===== config.mk =====
export PLATFORM = sky130hd
export DESIGN_NAME = blink_monitor
export DESIGN_NICKNAME = d
export VERILOG_FILES = /design/src/rtl/blink_pkg.sv /design/src/rtl/blink_run_counter.sv /design/src/rtl/blink_monitor.sv
export SDC_FILE = /design/constraint.sdc
export NUM_CORES = 1
export LEC_CHECK = 0
export CORE_MARGIN = 5
export CORE_UTILIZATION = 40
export DETAILED_ROUTE_END_ITERATION = 12
export GPL_ROUTABILITY_DRIVEN = 0
export GPL_TIMING_DRIVEN = 0
export SYNTH_ARGS = -nofsm -noshare
export SYNTH_HDL_FRONTEND = slang
export SYNTH_SLANG_ARGS = --single-unit

===== constraint.sdc =====
create_clock -name clk -period 1.79 [get_ports clk]
set_clock_uncertainty 0.1 [all_clocks]
set_input_delay 0.358 -clock clk [delete_from_list [all_inputs] [get_ports clk]]
set_output_delay 0.358 -clock clk [all_outputs]
set_load 0.01 [all_outputs]

===== src/rtl/blink_pkg.sv =====
// Shared types for the blink monitor: FSM states, fault codes and the
// expected half-period derived from the blinker counter width.
package blink_pkg;

  typedef enum logic [2:0] {
    IDLE,
    SEEK,
    TRACK,
    LOCKED,
    FAULT
  } state_t;

  typedef enum logic [1:0] {
    ERR_NONE    = 2'd0,
    ERR_LEN     = 2'd1,
    ERR_TIMEOUT = 2'd2,
    ERR_SYNC    = 2'd3
  } err_code_t;

  // A blinker with a CBITS-wide counter toggles led every 2**CBITS cycles.
  function automatic int half_of(input int cbits);
    return 1 << cbits;
  endfunction

endpackage


===== src/rtl/blink_run_counter.sv =====
// Edge detector plus saturating run-length counter for the led line.
// While load is high the counter restarts and edges are ignored.
module blink_run_counter
  import blink_pkg::*;
#(
  parameter int CBITS = 13
) (
  input  logic           clk,
  input  logic           rst,
  input  logic           led_in,
  input  logic           load,
  output logic           edge_hit,
  output logic [CBITS:0] len
);

  localparam logic [CBITS:0] CNT_ONE = {{CBITS{1'b0}}, 1'b1};
  localparam logic [CBITS:0] CNT_MAX = '1;

  logic           led_q;
  logic [CBITS:0] run_cnt;

  assign edge_hit = !load && (led_in != led_q);
  assign len      = run_cnt;

  always_ff @(posedge clk) begin
    if (rst) begin
      led_q   <= 1'b0;
      run_cnt <= '0;
    end else begin
      led_q <= led_in;
      // The cycle carrying the new level is the first cycle of the next run.
      if (load || edge_hit) begin
        run_cnt <= CNT_ONE;
      end else if (run_cnt != CNT_MAX) begin
        run_cnt <= run_cnt + CNT_ONE;
      end
    end
  end

endmodule


===== src/rtl/blink_monitor.sv =====
// Receiver-side checker for a blinker's led/flg pair: measures runs, locks,
// and latches a sticky fault code. Define BLINK_MONITOR_SVA_EN for assertions.
module blink_monitor
  import blink_pkg::*;
#(
  parameter int CBITS     = 13,
  parameter int LOCK_RUNS = 2
) (
  input  logic           clk,
  input  logic           rst,
  input  logic           led_in,
  input  logic           flg_in,
  output logic           edge_o,
  output logic           run_vld,
  output logic [CBITS:0] run_len,
  output logic           locked,
  output logic           err,
  output logic [1:0]     err_code
);

  localparam int             HALF_I   = half_of(CBITS);
  localparam logic [CBITS:0] HALF     = HALF_I[CBITS:0];
  localparam logic [3:0]     LOCK_TGT = LOCK_RUNS[3:0];

  state_t         state_reg;
  logic [3:0]     good_reg;
  logic [3:0]     good_inc;
  logic           flg_q;
  logic           edge_hit;
  logic [CBITS:0] len;
  logic           len_ok;
  logic           len_bad;
  logic           timeout;
  logic           sync_bad;

  blink_run_counter #(
    .CBITS(CBITS)
  ) u_run_counter (
    .clk     (clk),
    .rst     (rst),
    .led_in  (led_in),
    .load    (state_reg == IDLE),
    .edge_hit(edge_hit),
    .len     (len)
  );

  assign good_inc = good_reg + 4'd1;
  assign len_ok   = (len == HALF);
  assign len_bad  = edge_hit && !len_ok;
  // A run that reaches HALF without ending is already one cycle too long.
  assign timeout  = !edge_hit && (len == HALF);
  assign sync_bad = (edge_hit && !flg_q) || (flg_q && !edge_hit);

  always_ff @(posedge clk) begin
    if (rst) begin
      state_reg <= IDLE;
      good_reg  <= '0;
      flg_q     <= 1'b0;
      edge_o    <= 1'b0;
      run_vld   <= 1'b0;
      run_len   <= '0;
      locked    <= 1'b0;
      err       <= 1'b0;
      err_code  <= ERR_NONE;
    end else begin
      flg_q   <= flg_in;
      edge_o  <= edge_hit;
      run_vld <= edge_hit && (state_reg != FAULT);
      if (edge_hit && (state_reg != FAULT)) begin
        run_len <= len;
      end

      case (state_reg)
        IDLE: begin
          state_reg <= SEEK;
        end
        SEEK: begin
          // The run in progress at reset is partial and never judged.
          if (edge_hit) begin
            state_reg <= TRACK;
            good_reg  <= '0;
          end
        end
        TRACK: begin
          if (edge_hit) begin
            if (len_ok) begin
              good_reg <= good_inc;
              if (good_inc == LOCK_TGT) begin
                state_reg <= LOCKED;
                locked    <= 1'b1;
              end
            end else begin
              good_reg <= '0;
            end
          end else if (timeout) begin
            state_reg <= SEEK;
          end
        end
        LOCKED: begin
          if (sync_bad || len_bad || timeout) begin
            state_reg <= FAULT;
            locked    <= 1'b0;
            err       <= 1'b1;
            if (sync_bad) begin
              err_code <= ERR_SYNC;
            end else if (len_bad) begin
              err_code <= ERR_LEN;
            end else begin
              err_code <= ERR_TIMEOUT;
            end
          end
        end
        FAULT: begin
          state_reg <= FAULT;
        end
        default: begin
          state_reg <= IDLE;
        end
      endcase
    end
  end

`ifdef BLINK_MONITOR_SVA_EN
  a_lock_no_err: assert property (@(posedge clk) disable iff (rst) locked |-> !err);
  a_err_sticky:  assert property (@(posedge clk) disable iff (rst) err |=> err);
  a_len_nonzero: assert property (@(posedge clk) disable iff (rst) run_vld |-> (run_len != '0));
  a_live_edges:  assert property (@(posedge clk) disable iff (rst) !err |-> s_eventually edge_o);
`else
  // Assertion-free build: behaviour is identical.
`endif

endmodule


==> summary.txt, run 1 <==
Min path
  – Hold/Removal Path Class: register to register
  – Hold_sp: run_len[3]
  – WHS Path Cells: 2
  – Worst Hold Endpoint: run_len[3]

Floorplan
  – Die area: 0.00663 mm2
  – Ports: 24
  – Rows: 26
  – Core area: 0.00504 mm2
  – Die X: 81.4 um
  – Initial Util: 40.4%
  – Die H: 81.4 um

Timing
  – Max-slew headroom: 68.0%
  – Tightest Pin Transition: 0.480 ns
  – Final Hold Viols: 0
  – Min Tclk post-route: 1.90 ns
  – Worst setup margin: -0.109 ns
  – FMAX: 527 MHz
  – Final number of setup-violating endpoints: 2
  – RSZ-0062 raised after global routing: yes
  – Slew Limit Fails: 0
  – Total negative slack: -0.155 ns
  – Crit share post-route: 106%

Worst setup path
  – Worst R2R Start: good_reg[1]
  – Reg-to-reg endpoint: state_reg[0]
  – Crit Path Max Fanout: 6
  – Worst setup EP type: register
  – CP Data Required Time: 1.88 ns
  – Worst Reg2Reg Path Length in Cells: 7
  – Crit path DAT: 1.99 ns
  – Startpoint Class: register
  – Critical path class: register to register
  – R2R Setup Slk: -0.11 ns

Yosys
  – Syn nets: 249
  – Gate Count Post-Synth: 241
  – Most frequent cell after synthesis: dfxtp_1
  – Cell taking the most area after synthesis: dfxtp_1
  – Yosys cell types: 45
  – Top_reg_cell synth: dfxtp_1
  – Synth warn: 0
  – Post-synthesis sequential area ratio: 42.2%
  – Post-synth top cells: dfxtp_1, nand2_1, nor2_1, a21oi_1, nor3_1
  – Synth Cell Area: 0.00204 mm2
  – Post-Syn Area per Cell: 8.46 um2
  – Yosys top cell area share: 42.2%
  – Ranking of synthesized cells by area: dfxtp_1, nand2_1, a21oi_1
  – Yosys reg bits: 43
  – Ys async rst share: 0%
  – EDFF count, synth: 0

Layout
  – Layout area overhead: 37.2%
  – Fin nets: 289
  – Diode count: 0
  – Final Cell Area: 0.00280 mm2
  – Layout cells sized above 1: 27.3%

Status
  – Outcome: complete, but fails checks
  – Violated checks: setup timing

Flow run
  – Max-cap violations: 0

Clock tree
  – # hold bufs at CTS: 0
  – Clock-pin slew on the worst setup and hold paths: 0.09 ns
  – Clk sinks: 43
  – CTS root buf: clkbuf_8
  – H-Tree Depth: 2
  – Clk_lat worst skew: 0.30 ns
  – CTS tree: yes
  – CTS buffer count: 5
  – Clock Tree Buf Depth: 2

Placed design
  – Final HPWL DP: 3190 um
  – IO Port Bufs: 23
  – Post-DP Area: 0.00239 mm2

Global route
  – GRT Util Overall: 14.6%
  – Global-route wire length before repair: 7520 um
  – Antenna violations before repair: 0
  – Gr ovfl total: 0
  – Largest net degree at the start of global routing: 15
  – Vias in the first global route: 1648

Routing
  – Antenna-violating nets left: 0
  – Drt initial violations: 69
  – DR vias: 1835
  – DRC viols: 0
  – Vias per Instance: 5.21
  – Router iterations before antenna repair: 4
  – Routed wire per std cell: 13.7 um
  – DRT Wirelength: 4820 um

Pwr
  – Power Density: 993 mW/mm2
  – Overall power: 2.78 mW
  – VDD IR max: 0.598 mV
  – Leak: 0.943 nW
cell families (layout without fill, tap and decap cells):
family / Yosys count / after routing / share of synthesized area, %
and+or+nand+nor: 112 / 113 / 29.4
AOI/OAI and AO/OA: 46 / 46 / 13.9
DFF: 43 / 43 / 42.2
buffers and inverters: 20 / 60 / 4.60
xor gates and xnor gates: 12 / 12 / 5.15
adders and majority gates: 4 / 4 / 2.45
muxes: 4 / 4 / 2.21
where the power goes:
| group | internal, mW | total [mW] | switching, mW |
|---|---|---|---|
| sequential | 1.01 | 1.04 | 0.0309 |
| combinational | 0.341 | 0.831 | 0.490 |
| clock | 0.558 | 0.910 | 0.352 |
how the worst max path moves through the flow:
stage | from | to | slack [ns] | depth (start not counted)
6_report | good_reg[1] | state_reg[0] | -0.11 | 7
5_1_grt | good_reg[1] | state_reg[0] | -0.16 | 7
4_1_cts | u_run_counter.len[1] | state_reg[0] | -0.13 | 8
3_5_place_dp | led_in | state_reg[0] | -0.74 | 6
3_3_place_gp | led_in | state_reg[0] | -0.71 | 6
2_1_floorplan | u_run_counter.len[1] | state_reg[0] | -0.07 | 8
routing by layer:
metal	share of wire, %	track usage, %
met5	0	0
met4	1.6	5.91
met3	4.3	4.32
met2	49	24.8
met1	45	17.2
cell usage in the layout (no fill, tap or decap), drive strengths merged, types with 5 or more instances in the layout:
cell	synthesis	final
clkdlybuf4s50	0	22
o2111ai	5	5
nor3	14	14
nand4	5	6
buf	5	15
xor2	6	6
inv	7	8
nor2	27	27
clkbuf	8	12
a21oi	22	22
dfxtp	43	43
xnor2	6	6
o21ai	6	6
nand2	34	34
nand3	7	7
or3	5	5
area by class of cell:
class / count / area (um2)
clock buffer: 5 / 68.8
timing repair buffer: 34 / 315
inverter: 7 / 31.3
sequential: 43 / 893
tap: 70 / 87.6
fill: 465 / 2240
buffer: 11 / 65.1
clock inverter: 3 / 66.3
multi-input combinational: 179 / 1270
critical path, stage by stage, from the launching register on:
cell     delay, ns
dfxtp_4       0.37
inv_1         0.05
ha_1          0.14
or4b_4        0.47
o31ai_4       0.08
a21o_1        0.17
nand3_2       0.10
mux2_4        0.30
stage by stage:
stage                     setup WS [ns]  std cells  utilization (%)  hold slack [ns]
after floorplan                 -0.0695        241                -            0.371
after global placement           -0.709        334             47.5            0.348
after detailed placement         -0.742        334             47.5            0.349
after CTS                        -0.130        352             53.7            0.361
after global routing             -0.161        352             55.5            0.384
final                            -0.109        352             55.5            0.357
what timing repair did:
item                                    CTS  global route
pin swaps                                10             6
gates cloned                              0             1
setup buffers                            11             0
endpoints found under the setup margin   33            27
gates resized for setup                  27            28
Power figures use the tool's default switching activity.
==> run 2, diff against run 1 <==
--- a/config.mk
+++ b/config.mk
@@ -9,2 +9,3 @@
 export CORE_UTILIZATION = 40
+export CTS_CLUSTER_SIZE = 30
 export DETAILED_ROUTE_END_ITERATION = 12
@@ -12,2 +13,3 @@
 export GPL_TIMING_DRIVEN = 0
+export SETUP_SLACK_MARGIN = 0.3
 export SYNTH_ARGS = -nofsm -noshare
==> constraint.sdc (replaced) <==
create_clock -name clk -period 1.79 [get_ports clk]
set_clock_uncertainty 0.1 [all_clocks]
set_input_delay 0.2685 -clock clk [delete_from_list [all_inputs] [get_ports clk]]
set_output_delay 0.2685 -clock clk [all_outputs]
set_load 0.01 [all_outputs]
==> summary.txt, run 2 (same netlist as run 1, synthesis figures left out) <==
Timing
  – Hold slack: 0.353 ns
  – RSZ-0062 raised after global routing: yes
  – FMAX: 514 MHz
  – Slew Limit Fails: 0
  – Tightest Pin Transition: 0.485 ns
  – Min Tclk post-route: 1.95 ns
  – Crit share post-route: 109%
  – Worst setup margin: -0.155 ns
  – Final number of setup-violating endpoints: 2
  – Final Hold Viols: 0
  – Max-slew headroom: 67.7%

Worst setup path
  – Critical path class: register to register
  – Crit path DAT: 2.03 ns
  – R2R Setup Slk: -0.16 ns
  – CP Data Required Time: 1.88 ns
  – Crit path from: good_reg[0]
  – Worst setup EP type: register
  – Crit Path Max Fanout: 7
  – Worst R2R Start: good_reg[0]
  – Startpoint Class: register

Layout
  – Leading cell type in the layout, fill and taps excluded: nand2_1
  – Most frequent cells in the layout: nand2_1, buf_4, dfxtp_1
  – Diode count: 0
  – Layout cells sized above 1: 43.7%
  – Final Cell Area: 0.00325 mm2
  – Layout area overhead: 59.2%
  – Fin nets: 316
  – Utilization after layout: 64.4%

Floorplan
  – Ports: 24
  – Die area: 0.00663 mm2
  – Initial Util: 40.4%
  – Die X: 81.4 um
  – Core area: 0.00504 mm2
  – Die H: 81.4 um
  – Rows: 26

Routing
  – Router iterations before antenna repair: 4
  – Routed wire per std cell: 15.0 um
  – Drt initial violations: 84
  – DRT Wirelength: 5690 um
  – DR vias: 1985
  – Antenna-violating nets left: 0
  – DRC viols: 0
  – Vias per Instance: 5.24

Pwr
  – Seq pwr share: 39.0%
  – Power Density: 821 mW/mm2
  – Share of power burned in the clock network: 22.2%
  – VDD IR max: 0.526 mV
  – Internal: 1.75 mW
  – Psw: 0.911 mW
  – Comb pwr share: 38.8%
  – Leak: 1.25 nW
  – Sw Ratio: 34.2%

Global route
  – Gr ovfl total: 0
  – Antenna violations before repair: 0
  – Global-route wire length before repair: 8640 um
  – Vias in the first global route: 1782
  – Largest net degree at the start of global routing: 13
  – GRT Util Overall: 16.7%

Clock tree
  – Clk_lat worst skew: 0.29 ns
  – CTS buffer count: 5
  – CTS tree: yes
  – CTS root buf: clkbuf_8
  – Clk sinks: 43
  – Clock-pin slew on the worst setup and hold paths: 0.08 ns
  – Clock Tree Buf Depth: 2
  – H-Tree Depth: 2

Status
  – Violated checks: setup timing
  – Outcome: complete, but fails checks

Placed design
  – IO Port Bufs: 23
  – Final HPWL DP: 3330 um
  – Post-DP Area: 0.00243 mm2
  – Pre-CTS setup slack: -0.633 ns

Min path
  – Hold/Removal Path Class: register to register
  – Hold_sp: run_len[13]

Flow run
  – Max-cap violations: 0
-- run 2: stage by stage --
stage,power [mW],std cells,TNS (ns)
3_5_place_dp,1.75,334,-13.35
5_1_grt,2.83,379,-0.817
6_report,2.67,379,-0.232
3_3_place_gp,1.74,334,-13.00
2_1_floorplan,1.57,241,-0.0673
4_1_cts,2.45,353,-0.316
-- run 2: what timing repair did --
action	in CTS	in global routing
resized for setup	69	63
buffers inserted	10	23
gates cloned	1	3
pin swaps	22	26
hold buffers	0	0
endpoints found under the setup margin	60	35
-- run 2: power by group through the flow --
stage | logic, mW | registers, mW | clock network [mW]
after floorplan | 0.495 | 1.07 | 0
after global placement | 0.671 | 1.07 | 0
after detailed placement | 0.674 | 1.07 | 0
after CTS | 0.793 | 1.04 | 0.613
after global routing | 1.13 | 1.05 | 0.656
final | 1.04 | 1.04 | 0.591
-- run 2: final timing paths --
| check | endpoint | cells past startpoint |
|---|---|---|
| worst max register to register | state_reg[0] | 6 |
| worst max-delay path | state_reg[0] | 6 |
| worst min register to register | run_len[13] | 2 |
| worst min-delay path | run_len[13] | 2 |
-- run 2: per-layer routing --
layer | track usage (%) | wire, um
met5 | 0 | 0
met1 | 21.1 | 2420
met3 | 3.77 | 196
met2 | 27.8 | 3030
met4 | 5.57 | 39
-- run 2: critical path, stage by stage (launching register included) --
cell     delay (ns)
dfxtp_2        0.36
ha_2           0.21
or4b_1         0.48
o31ai_2        0.11
a21o_1         0.18
nand3_2        0.10
mux2_4         0.30
-- run 2: cell type report --
class	count	area, um2
inverters	7	31.3
fillers	418	1800
clock buffers	8	80.1
well taps	70	87.6
plain buffers	13	140
repair buffers	59	527
multi-input cells	179	1480
flip-flops and latches	43	900
==> patch 1 (settings of run 1) <==
Reset style: asynchronous (`rst`), changed in 2 clocked blocks.
--- a/src/rtl/blink_run_counter.sv
+++ b/src/rtl/blink_run_counter.sv
@@ -24,3 +24,3 @@
 
-  always_ff @(posedge clk) begin
+  always_ff @(posedge clk or posedge rst) begin
     if (rst) begin
--- a/src/rtl/blink_monitor.sv
+++ b/src/rtl/blink_monitor.sv
@@ -53,3 +53,3 @@
 
-  always_ff @(posedge clk) begin
+  always_ff @(posedge clk or posedge rst) begin
     if (rst) begin
Behaviour: differs if rst is asserted again (counterexample within 4 cycles, from zero or initial values and one cycle with rst high); with rst held inactive, the same outputs for 10 cycles.
==> patch 1 against run 1 <==
The run still ends with setup timing left; synthesized area grew 4.5%; core utilization is 0.74 points lower; clock power decreased by 36%; critical path depth shrank 2; sequential cell count did not move; via count fell by 12%; wire length shrank 5.9%; setup slack got worse by 48 ps; total power is 6.9% higher; worst hold slack worse by 94 ps; die area increased by 4.0%; final area grew 0.58%; count of clock-buffer cells in the layout grew 2; maximum frequency shrank 2.5%.
==> patch 1: results <==
[layout]
layout.cells.non_filler = 317
drive_gt1_share_pct = 31.58
antenna_cells = 0
layout.nets = 254
fillers = 480

[logic_synthesis]
synth_compound_area_share_pct = 8.216
synth_warnings = 0
ys_types = 44
synth_area_leaders = "dfrtp_1 50%, mux2_2 7.4%, nor2_1 4.2%, xnor2_1 3.7%, a21oi_1 2.8%"
ys_seq_area_share_pct = 50.47
synth_commonest_cells = "43 x dfrtp_1, 24 x nor2_1, 14 x mux2_2"
syn_nets = 205
synthAdderAreaFrac_pct = 2.347
synth_xor_area_share_pct = 5.340
async_flop_share_pct = 100.0
synth.area.mux_share_pct = 9.331
avgSynthCellArea_um2 = 10.82

[critical_path]
critical_path_arrival_ps = 2020
timing.rr.start = "u_run_counter.len[8]$_DFFE_PP0P_"
cp_slowest_cell = "dfrtp_2"
cp_max_fo = 7

[pwr]
clkPwrFrac_pct = 19.5
leakage_nw = 1.184
pg_seq_mw = 1.20
p_sw_share_pct = 32.74
vdd_drop_max_uv = 975.3
powerClk_mw = 0.578

[global_routing]
grtUsageTotal_pct = 13.28
met1_usage_pct = 17.69
grt_max_degree = 29
first_global_vias = 1650
met3_usage_pct = 3.762
grtUsageMet2_pct = 21.65
grt_pass1_wl_um = 7707

[detailed_routing]
wl_met3_um = 181
wl_met1_um = 2188
dr.pass1.iters = 4
wl_per_cell_um = 14.29
route.met2.wl_um = 2140
vias_per_cell = 5.079
drtIter0Drc = 82

[timing]
relSlewSlack_pct = 69.16
setup_viol = 11
fin_ws_ps = -156.6

[place]
io_buffers = 23
dp.cells = 291
dp_hpwl_um = 3055

[clock_network]
clock_path_buffers = 2
worstSkewPairLatency_ps = 290
cts_max_level = 2

[run_status]
violations = "setup timing"
status = "finished, violations left"

[hold_path]
hp-class = "in2async"
[patch 1: stage by stage]
| step | setup TNS, ps | area (µm²) | setup slack [ps] |
|---|---|---|---|
| global route | -1938 | 2815 | -198.1 |
| global placement | -41800 | 2467 | -681.8 |
| finish | -440.1 | 2815 | -156.6 |
| CTS | -349.5 | 2774 | -159.2 |
| floorplan | -7.995 | 2150 | -7.995 |
| detailed placement | -15520 | 2487 | -679.8 |
[patch 1: what timing repair did]
item,in CTS,in global routing
resized for setup,24,9
setup endpoints to repair,38,21
buffers inserted,15,4
pin swaps,11,5
gates cloned,0,0
[patch 1: logic make-up (layout without fill, tap and decap cells)]
kind of cell / count (synthesis) / after routing
AND/OR/NAND/NOR: 77 / 77
AO/OA/AOI/OAI: 30 / 30
multiplexers: 18 / 18
buffers and inverters: 12 / 62
adder cells (fa/ha/maj): 4 / 4
flip-flops: 43 / 43
XOR/XNOR: 13 / 13
[patch 1: path summary, 6_finish.rpt]
check / end / slack, ps / depth (start not counted)
max in group asynchronous: u_run_counter.len[1]$_DFFE_PP0P_ / 850 / 3
hold / removal: u_run_counter.len[9]$_DFFE_PP0P_ / 260 / 2
hold reg to reg: err$_DFFE_PP0P_ / 370 / 1
setup reg to reg: state_reg[0]$_DFFE_PP0P_ / -160 / 5
min in group clk: u_run_counter.led_q$_DFF_PP0_ / 360 / 1
setup / recovery: state_reg[0]$_DFFE_PP0P_ / -160 / 5
[patch 1: cell type report]
class                   instances  share of cell area [%]
multi-input cells             142                   38.67
repair buffers                 43                   14.04
inverters                       4                  0.5333
clock inverters                 1                  0.1778
clock buffers                   7                   2.711
well taps                      70                   3.111
flip-flops and latches         43                   38.44
plain buffers                   7                   2.311
==> patch 2 (config.mk and constraints of run 1) <==
Made on the original files. `CBITS` is set to 13 in 2 places; all go to 15.
--- a/src/rtl/blink_run_counter.sv
+++ b/src/rtl/blink_run_counter.sv
@@ -5,3 +5,3 @@
 #(
-  parameter int CBITS = 13
+  parameter int CBITS = 15
 ) (
--- a/src/rtl/blink_monitor.sv
+++ b/src/rtl/blink_monitor.sv
@@ -5,3 +5,3 @@
 #(
-  parameter int CBITS     = 13,
+  parameter int CBITS     = 15,
   parameter int LOCK_RUNS = 2
Interface: changed (resized run_len); port bits go from 24 to 26. No check against the original RTL was run, so the function may have changed too.
==> patch 2 against run 1 <==
Synthesized cell count increased by 9.1%; critical path type unchanged; final area grew 8.6%; the flow still finishes with violations (setup timing); largest power group unchanged; total power rose by 0.35%; sequential cell count increased by 4; synthesized area rose by 7.3%; setup slack got worse by 70 ps; wire length increased by 16%.
==> patch 2: results <==
[layout]
multi_input_gates = 196
nNonClkBuffers = 49
layout.nets = 316
clockBufferCount = 6
flops_and_latches = 47
drive_gt1_share_pct = 27.83
final-clk-cell-share_pct = 3.868
fillers = 493
antenna_cells = 0
final-seq-area_um2 = 974.7
multi_input_area_share_pct = 45.68
final-nonclk-buf-share_pct = 14.32
inverters_excl_clock = 9

[logic_synthesis]
synthAdderAreaFrac_pct = 2.287
synth_compound_area_share_pct = 14.18
synth_area_leaders = "dfxtp_1 43%, nand2_1 8.6%, a21oi_1 6.2%, nor2_1 5.7%, xnor2_1 2.8%"
syn_nets = 271
synth_xor_area_share_pct = 4.403
synth.area.mux_share_pct = 1.372
synth_commonest_cells = "50 x nand2_1, 47 x dfxtp_1, 33 x nor2_1"
ys_seq_area_share_pct = 43.00
ys_types = 47

[critical_path]
crit_type = "reg2reg"
cp_slowest_cell = "dfxtp_1"
reg2regPathDepth = 8
critPathMaxStageDelay_ps = 300
cp_max_fo = 8
critical_path_arrival_ps = 2070
timing.rr.start = "u_run_counter.len[2]$_SDFFE_PP0P_"

[global_routing]
first_global_vias = 1763
grt_antenna_before_repair = 0
grt_pass1_wl_um = 8963
grtUsageTotal_pct = 15.62

[detailed_routing]
dr.pass1.iters = 4
wl_per_cell_um = 14.66
drtIter0Drc = 150
vias = 1988

[pwr]
leakage_nw = 1.060
vdd_drop_max_uv = 644.6

[clock_network]
numCtsBuffers = 5
worstSkewPairLatency_ps = 300
cts_setup_buffers = 5
cts_resized = 40

[timing]
setup_viol = 11
fmax_ghz = 0.5080
fin_ws_ps = -178.6
fin_setup_tns_ps = -1202
relSlewSlack_pct = 66.54

[hold_path]
min_from = "run_len[10]$_SDFFE_PP0P_"

[place]
dp_hpwl_um = 3593
io_buffers = 25

[run_status]
status = "finished, violations left"
violations = "setup timing"
patch 2: changes by cell type after synthesis, sizes merged, moves of 3 or more:
| cell | before | now |
|---|---|---|
| nand2 | 34 | 50 |
| o21ai | 6 | 9 |
| nor3 | 14 | 10 |
| dfxtp | 43 | 47 |
| nand3 | 7 | 3 |
| o2111ai | 5 | 0 |
| a21oi | 22 | 27 |
| nor2 | 27 | 33 |
patch 2: per-stage QoR:
stage | worst slack (ps) | cells | hold WS, ps | instance area (µm²)
6_report | -178.6 | 381 | 358.5 | 3040
3_5_place_dp | -689.5 | 360 | 348.6 | 2530
5_1_grt | -285.8 | 381 | 378.1 | 3040
4_1_cts | -174.3 | 373 | 360.4 | 2858
3_3_place_gp | -689.4 | 360 | 344.2 | 2530
2_1_floorplan | 17.30 | 263 | 359.2 | 2190
patch 2: tightest hold or removal path: stages (launching register included):
cell and delay, ps:
dfxtp_1 310, nand2_1 50, a21oi_1 50
patch 2: worst min path at each step:
stage,slack (ps),cells past startpoint,endpoint
finish,360,2,run_len[10]$_SDFFE_PP0P_
global route,380,2,run_len[10]$_SDFFE_PP0P_
CTS,360,2,run_len[1]$_SDFFE_PP0P_
detailed placement,350,2,run_len[1]$_SDFFE_PP0P_
global placement,340,2,run_len[13]$_SDFFE_PP0P_
floorplan,360,2,run_len[1]$_SDFFE_PP0P_
patch 2: routing by layer:
| layer | up-vias | routed length (µm) | track usage, % |
|---|---|---|---|
| met5 | - | 0 | 0 |
| met1 | 915 | 2741 | 22.28 |
| li1 | 1003 | - | - |
| met3 | 9 | 265 | 2.665 |
| met4 | 0 | 97 | 5.409 |
| met2 | 61 | 2482 | 23.64 |
patch 2: power by group:
group	internal (mW)	switching, mW
registers	1.09	0.0274
logic	0.355	0.504
clock network	0.452	0.355
total	1.90	0.886
